**src/rtl/upc_pkg.sv**
```systemverilog
// Shared opcode encodings for the uPC flow-control instructions.
package upc_pkg;

  localparam logic [3:0] OP_JZ   = 4'b1000;
  localparam logic [3:0] OP_JNZ  = 4'b1001;
  localparam logic [3:0] OP_JMP  = 4'b1010;
  localparam logic [3:0] OP_RET0 = 4'b1100;
  localparam logic [3:0] OP_RET1 = 4'b1101;
  localparam logic [3:0] OP_CALL = 4'b1110;

  // True for either return encoding.
  function automatic logic is_ret(input logic [3:0] op);
    return (op == OP_RET0) || (op == OP_RET1);
  endfunction

endpackage

```
**src/rtl/upc_return_stack.sv**
```systemverilog
// Parametrised LIFO of return addresses. Push-when-full and pop-when-empty
// are silently ignored; the caller is responsible for flagging them.
module upc_return_stack
  import upc_pkg::*;
#(
  parameter int W     = 8,
  parameter int DEPTH = 4,
  parameter int SP_W  = $clog2(DEPTH + 1)
) (
  input  logic            clock,
  input  logic            reset,
  input  logic            push,
  input  logic            pop,
  input  logic [W-1:0]    din,
  output logic [W-1:0]    top,
  output logic [SP_W-1:0] level,
  output logic            full,
  output logic            empty
);

  logic [W-1:0]    mem_r [DEPTH];
  logic [SP_W-1:0] level_r;
  logic [SP_W-1:0] top_idx_s;
  logic [W-1:0]    top_s;
  logic            full_s;
  logic            empty_s;

  // Flag decode and top-of-stack select from the registered level.
  always_comb begin
    full_s    = (level_r == SP_W'(DEPTH));
    empty_s   = (level_r == SP_W'(1'b0));
    top_idx_s = level_r - SP_W'(1'b1);
    top_s     = '0;
    for (int i = 0; i < DEPTH; i++) begin
      top_s = top_s | (((SP_W'(i) == top_idx_s) && !empty_s) ? mem_r[i] : W'(1'b0));
    end
  end

  // Level counter: one step up on an accepted push, one down on an accepted pop.
  always_ff @(posedge clock) begin
    if (reset) begin
      level_r <= '0;
    end else if (push && !full_s) begin
      level_r <= level_r + SP_W'(1'b1);
    end else if (pop && !empty_s) begin
      level_r <= level_r - SP_W'(1'b1);
    end else begin
      level_r <= level_r;
    end
  end

  // Entry storage: written at the current level on an accepted push; contents need no reset.
  always_ff @(posedge clock) begin
    for (int i = 0; i < DEPTH; i++) begin
      if (push && !full_s && (SP_W'(i) == level_r)) begin
        mem_r[i] <= din;
      end
    end
  end

  assign top   = top_s;
  assign level = level_r;
  assign full  = full_s;
  assign empty = empty_s;

endmodule

```
**src/rtl/upc_flow_sequencer.sv**
```systemverilog
// Program-flow sequencer: owns the program counter, executes jump/call/return
// and keeps sticky stack overflow/underflow flags.
module upc_flow_sequencer
  import upc_pkg::*;
#(
  parameter  int PC_W        = 8,
  parameter  int STACK_DEPTH = 4,
  localparam int SP_W        = $clog2(STACK_DEPTH + 1)
) (
  input  logic            clock,
  input  logic            reset,
  input  logic            step,
  input  logic [3:0]      opcode,
  input  logic [PC_W-1:0] target,
  input  logic            zero_flag,
  input  logic            clear_err,
  output logic [PC_W-1:0] pc,
  output logic [SP_W-1:0] stack_level,
  output logic            stack_full,
  output logic            stack_empty,
  output logic            err_overflow,
  output logic            err_underflow
);

  logic [PC_W-1:0] pc_r;
  logic [PC_W-1:0] pc_next_s;
  logic [PC_W-1:0] pc_inc_s;
  logic [PC_W-1:0] stack_top_s;
  logic            full_s;
  logic            empty_s;
  logic            push_s;
  logic            pop_s;
  logic            ovf_evt_s;
  logic            unf_evt_s;
  logic            err_overflow_r;
  logic            err_underflow_r;

  upc_return_stack #(
    .W     (PC_W),
    .DEPTH (STACK_DEPTH),
    .SP_W  (SP_W)
  ) u_stack (
    .clock (clock),
    .reset (reset),
    .push  (push_s),
    .pop   (pop_s),
    .din   (pc_inc_s),
    .top   (stack_top_s),
    .level (stack_level),
    .full  (full_s),
    .empty (empty_s)
  );

  // Next-pc mux plus stack control and error events for the current opcode.
  always_comb begin
    pc_inc_s  = pc_r + PC_W'(1'b1);
    pc_next_s = pc_r;
    push_s    = 1'b0;
    pop_s     = 1'b0;
    ovf_evt_s = 1'b0;
    unf_evt_s = 1'b0;
    if (step) begin
      case (opcode)
        OP_JZ:   pc_next_s = zero_flag ? target : pc_inc_s;
        OP_JNZ:  pc_next_s = zero_flag ? pc_inc_s : target;
        OP_JMP:  pc_next_s = target;
        OP_RET0,
        OP_RET1: begin
          if (empty_s) begin
            pc_next_s = pc_inc_s;
            unf_evt_s = 1'b1;
          end else begin
            pc_next_s = stack_top_s;
            pop_s     = 1'b1;
          end
        end
        OP_CALL: begin
          if (full_s) begin
            pc_next_s = pc_inc_s;
            ovf_evt_s = 1'b1;
          end else begin
            pc_next_s = target;
            push_s    = 1'b1;
          end
        end
        default: pc_next_s = pc_inc_s;
      endcase
    end else begin
      pc_next_s = pc_r;
    end
  end

  // Program counter register.
  always_ff @(posedge clock) begin
    if (reset) begin
      pc_r <= '0;
    end else begin
      pc_r <= pc_next_s;
    end
  end

  // Sticky error flags: a new event beats a simultaneous clear.
  always_ff @(posedge clock) begin
    if (reset) begin
      err_overflow_r  <= 1'b0;
      err_underflow_r <= 1'b0;
    end else begin
      if (ovf_evt_s) begin
        err_overflow_r <= 1'b1;
      end else if (clear_err) begin
        err_overflow_r <= 1'b0;
      end else begin
        err_overflow_r <= err_overflow_r;
      end
      if (unf_evt_s) begin
        err_underflow_r <= 1'b1;
      end else if (clear_err) begin
        err_underflow_r <= 1'b0;
      end else begin
        err_underflow_r <= err_underflow_r;
      end
    end
  end

  assign pc            = pc_r;
  assign stack_full    = full_s;
  assign stack_empty   = empty_s;
  assign err_overflow  = err_overflow_r;
  assign err_underflow = err_underflow_r;

endmodule

```
**config.mk**
```make
export PLATFORM = sky130hd
export DESIGN_NAME = upc_flow_sequencer
export DESIGN_NICKNAME = d
export VERILOG_FILES = /design/src/rtl/upc_pkg.sv /design/src/rtl/upc_return_stack.sv /design/src/rtl/upc_flow_sequencer.sv
export SDC_FILE = /design/constraint.sdc
export NUM_CORES = 1
export LEC_CHECK = 0
export CORE_MARGIN = 2
export CORE_UTILIZATION = 30
export CTS_BUF_LIST = sky130_fd_sc_hd__clkbuf_8
export CTS_CLUSTER_DIAMETER = 80
export DETAILED_ROUTE_END_ITERATION = 7
export PLACE_DENSITY = 0.49
export SKIP_LAST_GASP = 1
export SYNTH_ARGS = -nofsm -noshare
export SYNTH_HDL_FRONTEND = slang
export SYNTH_SLANG_ARGS = --single-unit
```
**constraint.sdc**
```tcl
create_clock -name clock -period 2.35 [get_ports clock]
set_input_delay 0.235 -clock clock [delete_from_list [all_inputs] [get_ports clock]]
set_output_delay 0.235 -clock clock [all_outputs]
set_load 0.03 [all_outputs]
```
### Yosys cells after proc, flatten, opt, wreduce, memory -nomap -nowiden

Memories as Yosys holds them, arrays and structs flattened.
Index checks and enable logic that the tools add are counted.

| storage, ports and cells | value |
|---|---|
| memories | 1 |
| output and inout bits | 15 |
| register bits | 13 |
| word-level logic and storage cells | 88 |
| bits in writable memories | 32 |

Memory list:

| name | words | bits a word | rd ports | clocked after Yosys merged registers in | write ports | RTL line | text |
|---|---|---|---|---|---|---|---|
| u_stack.mem_r | 4 | 8 | 4 | 0 | 1 | upc_return_stack.sv:21 | `logic [W-1:0] mem_r [DEPTH];` |

| operators by class | value |
|---|---|
| $add $sub $neg | 3 |
| mux-type cells | 43 |
| reductions and logical operators | 21 |
| bitwise operators | 3 |
| eq/ne operators | 13 |

Operator list:

| operator | count |
|---|---|
| $mux 8 | 11 |
| $pmux 8 s5 | 1 |
| $mux 1 | 26 |
| $eq 4x4->1 const B | 6 |
| $or 8x8->8 | 3 |
| $reduce_or 8->1 | 3 |
| $eq 2x3->1 const A | 4 |
| $logic_and 1x1->1 | 10 |
| $add 8x1->8 const B | 1 |
| $eq 1x3->1 const A | 2 |
| $logic_not 3->1 | 2 |
| $mux 2 | 3 |
| $mux 3 | 2 |
| $reduce_bool 2->1 | 3 |
| $add 3x1->3 const B | 1 |
| $eq 3x3->1 const B | 1 |
| $sub 3x1->3 const B | 1 |
| $logic_not 1->1 | 2 |
| $reduce_or 2->1 | 1 |

### Logic depth before layout (Yosys ltp)

| logic depth | value |
|---|---|
| depth in word-level cells | 12 |
| mapped depth | 9 |
| depth with buffers taken out | 8 |

### Modules after synthesis

A second synthesis with hierarchy kept.

| unflattened totals | value |
|---|---|
| cell total of the unflattened synthesis | 209 |
| area, all modules | 2353.5 um^2 |

Modules (own cells, without submodules):

| module | cells each | area an instance (um^2) | sequential area each (um^2) | times used |
|---|---|---|---|---|
| upc_return_stack | 116 | 1597.8 | 1021.0 | 1 |
| upc_flow_sequencer | 93 | 755.7 | 200.2 | 1 |

### Worst setup path before layout

OpenSTA, ideal clock, no wires.

| timing | value |
|---|---|
| kind | reg2reg |
| start | register u_stack.level_r[0] (netlist: u_stack.level[0]) |
| end | memory u_stack.mem_r[3][0], enable pin |
| period minus slack after synthesis | 2.447 ns |
| arrival | 2.076 ns |
| buffers on the path | 0 |
| slack | -0.097 ns |
| required time | 1.979 ns |
| cell stages (with the launch flop) | 7 |
| cells stage by stage | dfxtp_1 > inv_1 > ha_1 > nand2_2 > inv_2 > or4_4 > nor2_1 |

| on the way | value |
|---|---|
| word-level cells in the longest chain between the ends | 12 |

RTL lines:

| element | RTL line | text |
|---|---|---|
| start: declaration | upc_return_stack.sv:22 | `logic [SP_W-1:0] level_r;` |
| start signal: assignment | upc_return_stack.sv:44 | `level_r <= level_r + SP_W'(1'b1);` |
| start signal: assignment | upc_return_stack.sv:46 | `level_r <= level_r - SP_W'(1'b1);` |
| start signal: assignment | upc_return_stack.sv:48 | `level_r <= level_r;` |
| $eq 3x3->1 * | upc_return_stack.sv:30 | `full_s = (level_r == SP_W'(DEPTH));` |
| net stack_full | upc_flow_sequencer.sv:19 | `output logic stack_full,` |
| $mux 1 | upc_flow_sequencer.sv:78 | `if (full_s) begin` |
| $mux 1 | upc_flow_sequencer.sv:63 | `case (opcode)` |
| $mux 1 | upc_flow_sequencer.sv:62 | `if (step) begin` |
| $logic_and 1x1->1 * | upc_return_stack.sv:55 | `if (push && !full_s && (SP_W'(i) == level_r)) begin` |
| $logic_and 1x1->1 | upc_return_stack.sv:55 |  |
| $mux 1 | upc_return_stack.sv:55 |  |
| $mux 1 (implied by the code) | upc_return_stack.sv:56 | `mem_r[i] <= din;` |
| $reduce_or 8->1 (no source line) | - |  |
| $mux 2 (no source line) or $mux 1 (tied branches) (3 in a row) | - |  |
| end: declaration | upc_return_stack.sv:21 |  |

The timed path passes the listed nets; every way through them passes the cells marked *.

### Worst setup path in the final report

| timing | value |
|---|---|
| start | register u_stack.level_r[0] (netlist: u_stack.level[0]) |
| end | output port stack_empty |

| on the way | value |
|---|---|
| word-level cells in the longest chain between the ends | 1 |

RTL lines:

| element | RTL line | text |
|---|---|---|
| $logic_not 3->1 | upc_return_stack.sv:31 | `empty_s = (level_r == SP_W'(1'b0));` |
| end: declaration | upc_flow_sequencer.sv:20 | `output logic stack_empty,` |

Every way passes these cells.

==> results.yml <==
die:
  core_region_area_um2: 7647
  die_w_um: 92.22
  ios: 32
  std_cell_rows: 32
  dieArea_um2: 8505
  die_y_um: 92.22
  start_util_pct: 30.53
sta:
  hold_viol: 0
  rsz0062_at_grt: "false"
  skew_ps: 11.29
  worst_pin_slew_ps: 610.4
  max_freq_mhz: 447.4
  setup_ws_ps: 114.8
  period_needed_ps: 2235
  final.setup.tns_ps: 0
  finalSetupViolCount: 0
  maxSlewViolCount: 0
  post-route-period-util_pct: 95.12
  relSlewSlack_pct: 59.02
route:
  vias: 1887
  dr.pass1.iters: 4
  drtIter0Drc: 128
  viasPerCell: 5.156
  wl_per_cell_um: 17.30
  drc: 0
  ant_nets: 0
  routed_wl_um: 6333
power:
  power_frac_clock_pct: 34.7
  combPwrFrac_pct: 13.9
  switchingPower_mw: 0.4327
  irDropWorstVdd_mv: 0.2129
  p_int_mw: 1.287
  swShare_pct: 25.16
  leakage_nw: 1.061
  power_density_nw_per_um2: 569.7
  power_frac_seq_pct: 51.4
yosys:
  async_flop_share_pct: 0
  synthCells: 214
  ys_warn_count: 0
  synth_area_leaders: "edfxtp_1, dfxtp_1, ha_1"
  synth-seq-area-share_pct: 52.30
  synth_top_area_share_pct: 41.16
  syn-num-nets: 239
  netlist_area_um2: 2335
  yosys.cell_count.top_type: "edfxtp_1"
  synth.avg_cell_area_um2: 10.91
  ys_ff_latch: 45
  ys.flop_type: "edfxtp_1"
  yosys.cell_types.count: 49
  synthTopCellsByCount: "edfxtp_1, nor2_1, dfxtp_1, a21oi_1, nand2_1"
  synth_edf_count: 32
  synth_top_area_cell: "edfxtp_1"
critical_path:
  crit_arrival_ps: 2000
  regToRegEndpoint: "pc[1]$_SDFFE_PP0P_"
  required_ps: 2120
  cp-startpoint: "u_stack.level[0]$_SDFFE_PP0P_"
  r2r_start: "u_stack.level[0]$_SDFFE_PP0P_"
  worst_path_max_delay_cell: "clkdlybuf4s50_1"
  path_class: "reg -> out"
  crit_end: "stack_empty"
  endpoint_kind: "output port"
  worstPathMaxFanout: 7
  start_kind: "register"
  slowest_delay_ps: 680
  worstRegToRegCells: 8
  reg2reg_setup_slack_ps: 300
  path_cells: "inv_1, ha_2, nand2b_2, inv_2, clkdlybuf4s50_1"
clock_network:
  path_clk_slew_ps: 90
  cts_setup_buffers: 0
  root_buffer: "clkbuf_8"
  clockBufferDepth: 2
  cts_hold_buffers: 0
  cts_sinks: 45
  clock_latency_ps: 300
  numCtsBuffers: 5
  htreeDepth: 2
  post_cts_resized: 1
  cts_tree: "built"
placement:
  pre_cts_ws_ps: 48.56
  portBuffers: 31
  dp.cells: 358
  routabilityCongestion: 0.7408
  dp_hpwl_um: 4757
global_routing:
  grt_use_met2_pct: 26.23
  grt_max_degree: 15
  grtUsageMet3_pct: 2.465
  grt_overflow_total: 0
  grt_util_met1_pct: 21.61
  first_global_vias: 1860
  busiest_layer: "met2"
  grt_pass1_wl_um: 10230
  antenna_found_initial: 0
  grtUsageTotal_pct: 15.86
final_layout:
  areaGrowthSynthToFinish_pct: 29.31
  fin_cells: 366
  antenna_cells: 0
  nets: 288
  fill_cells: 763
  drive_above_1_share_pct: 15.53
job:
  cap_violations: 0
worst_hold_path:
  hold_path.class: "in -> reg"
  whs_path_depth: 3
status:
  outcome: "finished clean"
==> placed cells by master (no fill, tap or decap), types with 3 or more instances in the layout <==
| cell type | n |
|---|---|
| edfxtp_1 | 32 |
| clkdlybuf4s50_1 | 31 |
| buf_4 | 19 |
| nor2_1 | 14 |
| dfxtp_1 | 13 |
| nand2_1 | 11 |
| a21oi_1 | 11 |
| inv_1 | 9 |
| nand3_1 | 8 |
| o211ai_1 | 8 |
| o21ai_0 | 7 |
| ha_1 | 7 |
| xnor2_1 | 6 |
| a32oi_1 | 5 |
| a31oi_1 | 5 |
| a22o_1 | 5 |
| a211oi_1 | 5 |
| clkbuf_8 | 5 |
| and3_1 | 4 |
| and2_1 | 4 |
| nor2b_1 | 4 |
| a22oi_1 | 4 |
| inv_2 | 3 |
| nand2b_1 | 3 |
| or3_1 | 3 |
| o21bai_1 | 3 |
==> worst max-delay path, delay by kind of cell, from the launching register on <==
| kind | cells | cell delay, ps |
|---|---|---|
| fa+ha+maj | 1 | 320 |
| simple gates | 1 | 140 |
| flops | 1 | 320 |
| buf+inv | 3 | 920 |
==> power groups by stage <==
| stage | sequential, mW | clock, mW | combinational (mW) |
|---|---|---|---|
| 3_3_place_gp | 0.904 | 0 | 0.239 |
| 3_5_place_dp | 0.903 | 0 | 0.239 |
| 2_1_floorplan | 0.923 | 0 | 0.105 |
| 5_1_grt | 0.888 | 0.637 | 0.260 |
| 4_1_cts | 0.885 | 0.607 | 0.241 |
| 6_report | 0.885 | 0.596 | 0.239 |
==> sequential cells by signal, summed over array words and instances, names as in the netlist <==
signal / cells
err_underflow: 1
pc: 8
u_stack.mem_r: 32
err_overflow: 1
u_stack.level: 3
==> worst min path at each step <==
stage / end / from / slack (ps)
after floorplan: pc[1]$_SDFFE_PP0P_ / target[1] / 380
after global placement: err_underflow$_SDFFE_PP0P_ / err_underflow$_SDFFE_PP0P_ / 480
after detailed placement: err_underflow$_SDFFE_PP0P_ / err_underflow$_SDFFE_PP0P_ / 480
after CTS: pc[6]$_SDFFE_PP0P_ / target[6] / 470
after global routing: pc[6]$_SDFFE_PP0P_ / target[6] / 480
final: pc[6]$_SDFFE_PP0P_ / target[6] / 470
==> stage by stage <==
stage	util [%]	hold slack, ps	cell area, um^2	power, mW
after detailed placement	37.99	475.6	2905	1.142
after global routing	39.48	483.2	3019	1.785
after global placement	37.99	482.1	2905	1.142
after CTS	39.48	469.3	3019	1.732
after floorplan	-	376.4	2337	1.029
final	39.48	473.1	3019	1.720
==> cell families after synthesis <==
kind of cell    share of synthesized area (%)
simple gates                            13.61
fa+ha+maj                               4.287
buf+inv                                 4.019
mux                                     1.340
compound gates                          21.81
flops                                   52.30
xor+xnor                                2.626
==> per-layer routing <==
metal	share of wire [%]	up-vias	wire length, um
li1	-	919	-
met1	47	920	2991
met4	0.49	0	31
met5	0	-	0
met3	3.1	2	197
met2	49	46	3112
==> layout make-up <==
type | instances | area (um^2) | share of cell area (%)
sequential | 45 | 1221 | 40.45
multi-input combinational | 148 | 1025 | 33.94
timing repair buffer | 52 | 493.0 | 16.33
tap | 102 | 127.6 | 4.227
clock buffer | 5 | 68.82 | 2.279
clock inverter | 3 | 42.54 | 1.409
inverter | 11 | 41.29 | 1.368
Power figures use the tool's default switching activity.
